## config.mk

```make
export PLATFORM = sky130hd
export DESIGN_NAME = nb_twos_to_sm_serial_flat
export DESIGN_NICKNAME = d
export VERILOG_FILES = /design/src/rtl/nb_sm_pkg.sv /design/src/rtl/nb_twos_to_sm_serial_if.sv /design/src/rtl/nb_serial_negate_bit.sv /design/src/rtl/nb_twos_to_sm_serial.sv /design/src/flat_wrapper.sv
export SDC_FILE = /design/constraint.sdc
export NUM_CORES = 1
export LEC_CHECK = 0
export CORE_MARGIN = 5
export CORE_UTILIZATION = 35
export DETAILED_ROUTE_END_ITERATION = 7
export SETUP_SLACK_MARGIN = 0.5
export SKIP_LAST_GASP = 1
export SLEW_MARGIN = 40
export SYNTH_ARGS = -nofsm -noshare
export SYNTH_HDL_FRONTEND = slang
export SYNTH_SLANG_ARGS = --single-unit
```

## constraint.sdc

```tcl
create_clock -name clk -period 1.85 [get_ports clk]
set_input_delay 0.37 -clock clk [delete_from_list [all_inputs] [get_ports clk]]
set_output_delay 0.37 -clock clk [all_outputs]
set_load 0.005 [all_outputs]
```

## src/rtl/nb_sm_pkg.sv

```systemverilog
// Shared types and constants for the bit-serial two's complement to sign/magnitude decoder.
package nb_sm_pkg;

  localparam int NB_N = 5;
  localparam int CW   = $clog2(NB_N);

  typedef enum logic [1:0] {
    IDLE  = 2'b00,
    SHIFT = 2'b01,
    DONE  = 2'b10
  } state_t;

endpackage

```

## src/rtl/nb_twos_to_sm_serial_if.sv

```systemverilog
// Operand-in / result-out handshake bundle of the serial sign/magnitude decoder.
interface nb_twos_to_sm_serial_if #(
  parameter int n = 5
);

  logic         in_valid;
  logic         in_ready;
  logic [n-1:0] a;
  logic         out_valid;
  logic         out_ready;
  logic         sign;
  logic [n-1:0] mag;
  logic         ovf;

  modport master (
    output in_valid, a, out_ready,
    input  in_ready, out_valid, sign, mag, ovf
  );

  modport slave (
    input  in_valid, a, out_ready,
    output in_ready, out_valid, sign, mag, ovf
  );

endinterface

```

## src/rtl/nb_serial_negate_bit.sv

```systemverilog
// One bit of the serial "copy through the first 1, then invert" negation rule.
module nb_serial_negate_bit (
  input  logic clk,
  input  logic rst_n,
  input  logic b,
  input  logic sign,
  input  logic clr,
  input  logic en,
  output logic ob
);

  logic r_seen_one;

  // Remembers whether a 1 has already passed through in the current operand.
  always_ff @(posedge clk or negedge rst_n) begin
    if (!rst_n) begin
      r_seen_one <= 1'b0;
    end else if (clr) begin
      r_seen_one <= 1'b0;
    end else if (en) begin
      r_seen_one <= r_seen_one | b;
    end else begin
      r_seen_one <= r_seen_one;
    end
  end

  assign ob = sign ? (b ^ r_seen_one) : b;

endmodule

```

## src/rtl/nb_twos_to_sm_serial.sv

```systemverilog
// Bit-serial two's complement to sign/magnitude decoder, LSB first, n cycles per operand.
module nb_twos_to_sm_serial
  import nb_sm_pkg::*;
#(
  parameter int n = NB_N
) (
  input  logic                   clk,
  input  logic                   rst_n,
  nb_twos_to_sm_serial_if.slave  bus
);

  localparam int             CNTW    = (n > 1) ? $clog2(n) : 1;
  localparam logic [CNTW-1:0] LAST   = CNTW'(n - 1);
  localparam logic [n-1:0]   MAG_MAX = {1'b1, {(n-1){1'b0}}};

  state_t          r_state;
  logic [CNTW-1:0] r_cnt;
  logic [n-1:0]    r_sreg;
  logic [n-1:0]    r_mag_sr;
  logic            r_sign_op;
  logic            r_in_ready;
  logic            r_out_valid;
  logic            r_sign;
  logic [n-1:0]    r_mag;
  logic            r_ovf;

  logic            w_accept;
  logic            w_shift;
  logic            w_ob;
  logic [n-1:0]    w_mag_next;

  assign w_accept   = (r_state == IDLE) && bus.in_valid && r_in_ready;
  assign w_shift    = (r_state == SHIFT);
  assign w_mag_next = {w_ob, r_mag_sr[n-1:1]};

  nb_serial_negate_bit u_neg (
    .clk   (clk),
    .rst_n (rst_n),
    .b     (r_sreg[0]),
    .sign  (r_sign_op),
    .clr   (w_accept),
    .en    (w_shift),
    .ob    (w_ob)
  );

  // Control FSM with the shift datapath; results are published only on SHIFT->DONE.
  always_ff @(posedge clk or negedge rst_n) begin
    if (!rst_n) begin
      r_state     <= IDLE;
      r_cnt       <= '0;
      r_sreg      <= '0;
      r_mag_sr    <= '0;
      r_sign_op   <= 1'b0;
      r_in_ready  <= 1'b1;
      r_out_valid <= 1'b0;
      r_sign      <= 1'b0;
      r_mag       <= '0;
      r_ovf       <= 1'b0;
    end else begin
      case (r_state)
        IDLE: begin
          r_out_valid <= 1'b0;
          if (w_accept) begin
            r_sreg     <= bus.a;
            r_sign_op  <= bus.a[n-1];
            r_cnt      <= '0;
            r_in_ready <= 1'b0;
            r_state    <= SHIFT;
          end else begin
            r_in_ready <= 1'b1;
          end
        end
        SHIFT: begin
          r_sreg   <= r_sreg >> 1;
          r_mag_sr <= w_mag_next;
          r_cnt    <= r_cnt + CNTW'(1);
          if (r_cnt == LAST) begin
            r_mag       <= w_mag_next;
            r_sign      <= r_sign_op;
            r_ovf       <= r_sign_op & (w_mag_next == MAG_MAX);
            r_out_valid <= 1'b1;
            r_state     <= DONE;
          end else begin
            r_state <= SHIFT;
          end
        end
        DONE: begin
          // No same-cycle accept: in_ready only comes back once IDLE is reached.
          if (bus.out_ready) begin
            r_out_valid <= 1'b0;
            r_in_ready  <= 1'b1;
            r_state     <= IDLE;
          end else begin
            r_state <= DONE;
          end
        end
        default: begin
          r_out_valid <= 1'b0;
          r_in_ready  <= 1'b1;
          r_state     <= IDLE;
        end
      endcase
    end
  end

  assign bus.in_ready  = r_in_ready;
  assign bus.out_valid = r_out_valid;
  assign bus.sign      = r_sign;
  assign bus.mag       = r_mag;
  assign bus.ovf       = r_ovf;

endmodule

```

## src/flat_wrapper.sv

```systemverilog
// flat-port wrapper written by rule: the top's interface ports become plain ports
module nb_twos_to_sm_serial_flat import nb_sm_pkg::*;
#(
  parameter int n = NB_N
)
  (clk, rst_n, bus_in_valid, bus_a, bus_out_ready, bus_in_ready, bus_out_valid, bus_sign, bus_mag, bus_ovf);
  nb_twos_to_sm_serial_if #(.n(n)) bus_i ();
  input  logic clk;
  input  logic rst_n;
  input wire logic [$bits(bus_i.in_valid)-1:0] bus_in_valid;
  input wire logic [$bits(bus_i.a)-1:0] bus_a;
  input wire logic [$bits(bus_i.out_ready)-1:0] bus_out_ready;
  output wire logic [$bits(bus_i.in_ready)-1:0] bus_in_ready;
  output wire logic [$bits(bus_i.out_valid)-1:0] bus_out_valid;
  output wire logic [$bits(bus_i.sign)-1:0] bus_sign;
  output wire logic [$bits(bus_i.mag)-1:0] bus_mag;
  output wire logic [$bits(bus_i.ovf)-1:0] bus_ovf;
  assign bus_i.in_valid = bus_in_valid;
  assign bus_i.a = bus_a;
  assign bus_i.out_ready = bus_out_ready;
  assign bus_in_ready = bus_i.in_ready;
  assign bus_out_valid = bus_i.out_valid;
  assign bus_sign = bus_i.sign;
  assign bus_mag = bus_i.mag;
  assign bus_ovf = bus_i.ovf;
  nb_twos_to_sm_serial #(.n(n)) u_core (.clk(clk), .rst_n(rst_n), .bus(bus_i));
endmodule
```

==> metrics <==
status complete, no violations; Mapped Area 1150 um^2; # Max-Cap Violations 0; I/O Buffers 17; FILL cells 307; ANT nets after route 0; total number of vias 854; Placer Congestion 0.711; PnR Total Power 2.45 mW; leak pwr 0.735 nW; die width 67.2 um; largest area contributor in the netlist dfrtp_1; initial core utilization 36.9%; synthesized flop and latch total 25; first-pass detailed-route iteration total 4; row cnt 20; layout overhead on the synthesized area 33.3%; final hold vios 0; All-Layer GR Usage 12.3%; Clock Root Buffer clkbuf_4; layout cell share with drive strength beyond 1 41.1%; Die ar. 4520 um^2; most frequent cells in the layout 22 x dfrtp_1, 17 x buf_4, 8 x clkdlybuf4s50_1; initial antenna violation count 0; # DRC 0; period utilization 73.3%; Skew-Pair Late Insertion Delay 0.32 ns; Area contributors post-synth dfrtp_1 52%, mux2_2 6.9%, mux2_4 5.2%, o2bb2ai_1 3.8%, ha_1 3.3%; Net Count, Synth 104; worst path required time 2.07 ns; final setup margin 0.494 ns; crit start category flop; placed inst area 1380 um^2; maximum vdd ir drop 488 uV; CTS clk-pin slew, worst paths 0.13 ns; core outline area 3100 um^2; CTS tree done; vias per cell 4.94; distinct cell type count after synthesis 30; worst path arrival time 1.58 ns; final setup fails 0; worst-margin pin slew 0.397 ns; Power per Cell Area 1600 nW/um^2; average wire per standard cell 14.0 um; GRT overflow 0; antenna cell count 0; minimum clock period 1.36 ns; Synth warnings 0; Worst setup EP type flop; H-tree Lvls 1; vias in the first global route 909; Clock Path Buffers 2; RSZ-0062 raised after global routing yes; Die Y 67.2 um; cts bufs inserted 3; pin count of the biggest net entering global routing 15; cell count after synthesis 92; post-synthesis average cell area 12.5 um^2; Sink Count 25; Final #Nets 142; crit path kind flop to flop; fmax 0.737 GHz; Top Ports 18; Worst Skew 0.00422 ns; most common cell after layout, fill and taps aside dfrtp_1; Fin Hold WS 0.323 ns; worst rel slew slack 73.5%; WL final 2.42 mm; post-synth top area share 52.4%; min-delay worst type input pin to async pin; Max Transition Viols Final 0; Placement Setup Slack 0.200 ns; Initial DRC Count 36; final instance area 1530 um^2; first-pass GRT wire length 4.20 mm; crit-path max FO 5; post-synthesis sequential area ratio 54.7%; dpl hpwl 1.57 mm; setup TNS 0 ns
## synth_stat cells, drive strengths merged
library cell,instances
a21o,1
a21oi,1
a22o,2
a22oi,4
a31oi,1
and2,1
and2b,3
buf,3
clkbuf,2
dfrtp,24
dfstp,1
ha,3
inv,5
mux2,11
mux2i,2
nand2,7
nand2b,3
nand3,1
nand4b,1
nor2,1
nor2b,2
nor3,1
nor4,1
o21ai,4
o21bai,1
o22a,1
o2bb2ai,5
## stage by stage
stage               std cells  utilization (%)
floorplan                  92                -
global placement          152             44.3
detailed placement        152             44.3
CTS                       167             48.4
global route              173             49.2
finish                    173             49.2
## worst max-delay path: stages, from the launching register on
cell      delay (ns)
dfrtp_1         0.41
inv_2           0.09
ha_4            0.13
nand4b_1        0.15
buf_6           0.19
mux2_4          0.30
## state kept, by name, indices dropped and copies added, names as in the netlist
signal,count
u_core.bus.mag,5
u_core.r_sreg,5
u_core.r_mag_sr,4
u_core.r_cnt,3
u_core.r_state,2
u_core.bus.in_ready,1
u_core.bus.out_valid,1
u_core.bus.ovf,1
u_core.bus.sign,1
u_core.r_sign_op,1
u_core.u_neg.r_seen_one,1
## final cells by class
class                   count  area (um^2)  area share, %
inverters                   5         18.8           1.23
well taps                  44         55.1           3.60
clock inverters             1         5.00          0.328
multi-input cells          58          507           33.2
flip-flops and latches     25          629           41.2
clock buffers               3         22.5           1.47
repair buffers             37          290           19.0
## timing repair
item / in CTS / in global routing
endpoints found under the setup margin: 19 / 19
gates cloned: 1 / 1
hold buffers: 0 / 0
setup buffers: 10 / 5
pin swaps: 1 / 1
hold endpoints to repair: 0 / 0
resized for setup: 30 / 8
## worst paths after layout
path / start / end / slack, ns / cells past startpoint
setup / recovery: u_core.r_cnt[0]$_DFFE_PN0P_ / u_core.bus.mag[2]$_DFFE_PN0P_ / 0.49 / 5
hold / removal: rst_n / u_core.r_cnt[2]$_DFFE_PN0P_ / 0.32 / 1
setup reg to reg: u_core.r_cnt[0]$_DFFE_PN0P_ / u_core.bus.mag[2]$_DFFE_PN0P_ / 0.49 / 5
hold reg to reg: u_core.bus.mag[4]$_DFFE_PN0P_ / u_core.bus.mag[4]$_DFFE_PN0P_ / 0.51 / 2
max in group asynchronous: rst_n / u_core.bus.in_ready$_DFFE_PN1P_ / 1.00 / 2
min in group clk: u_core.bus.mag[4]$_DFFE_PN0P_ / u_core.bus.mag[4]$_DFFE_PN0P_ / 0.51 / 2
## logic make-up (layout without fill, tap and decap cells)
logic type / Yosys count / in the layout / share of synthesized area [%]
compound gates: 20 / 21 / 13.8
simple gates: 21 / 21 / 10.5
fa+ha+maj: 3 / 3 / 3.28
mux: 13 / 13 / 13.9
flops: 25 / 25 / 54.7
buf+inv: 10 / 46 / 3.93
## metal layers
metal | share of wire (%) | up-vias | GRT usage [%]
met3 | 4.2 | 5 | 1.83
met4 | 2.6 | 0 | 7.59
met1 | 43 | 430 | 14.6
li1 | - | 401 | -
met5 | 0 | - | 0
met2 | 50 | 18 | 20.9
## power breakdown
group	switching (mW)	internal, mW	leakage, nW
combinational	0.478	0.724	0.403
clock	0.163	0.0811	0.0177
sequential	0.204	0.797	0.315
total	0.844	1.60	0.735
(Power assumes the default switching activity.)
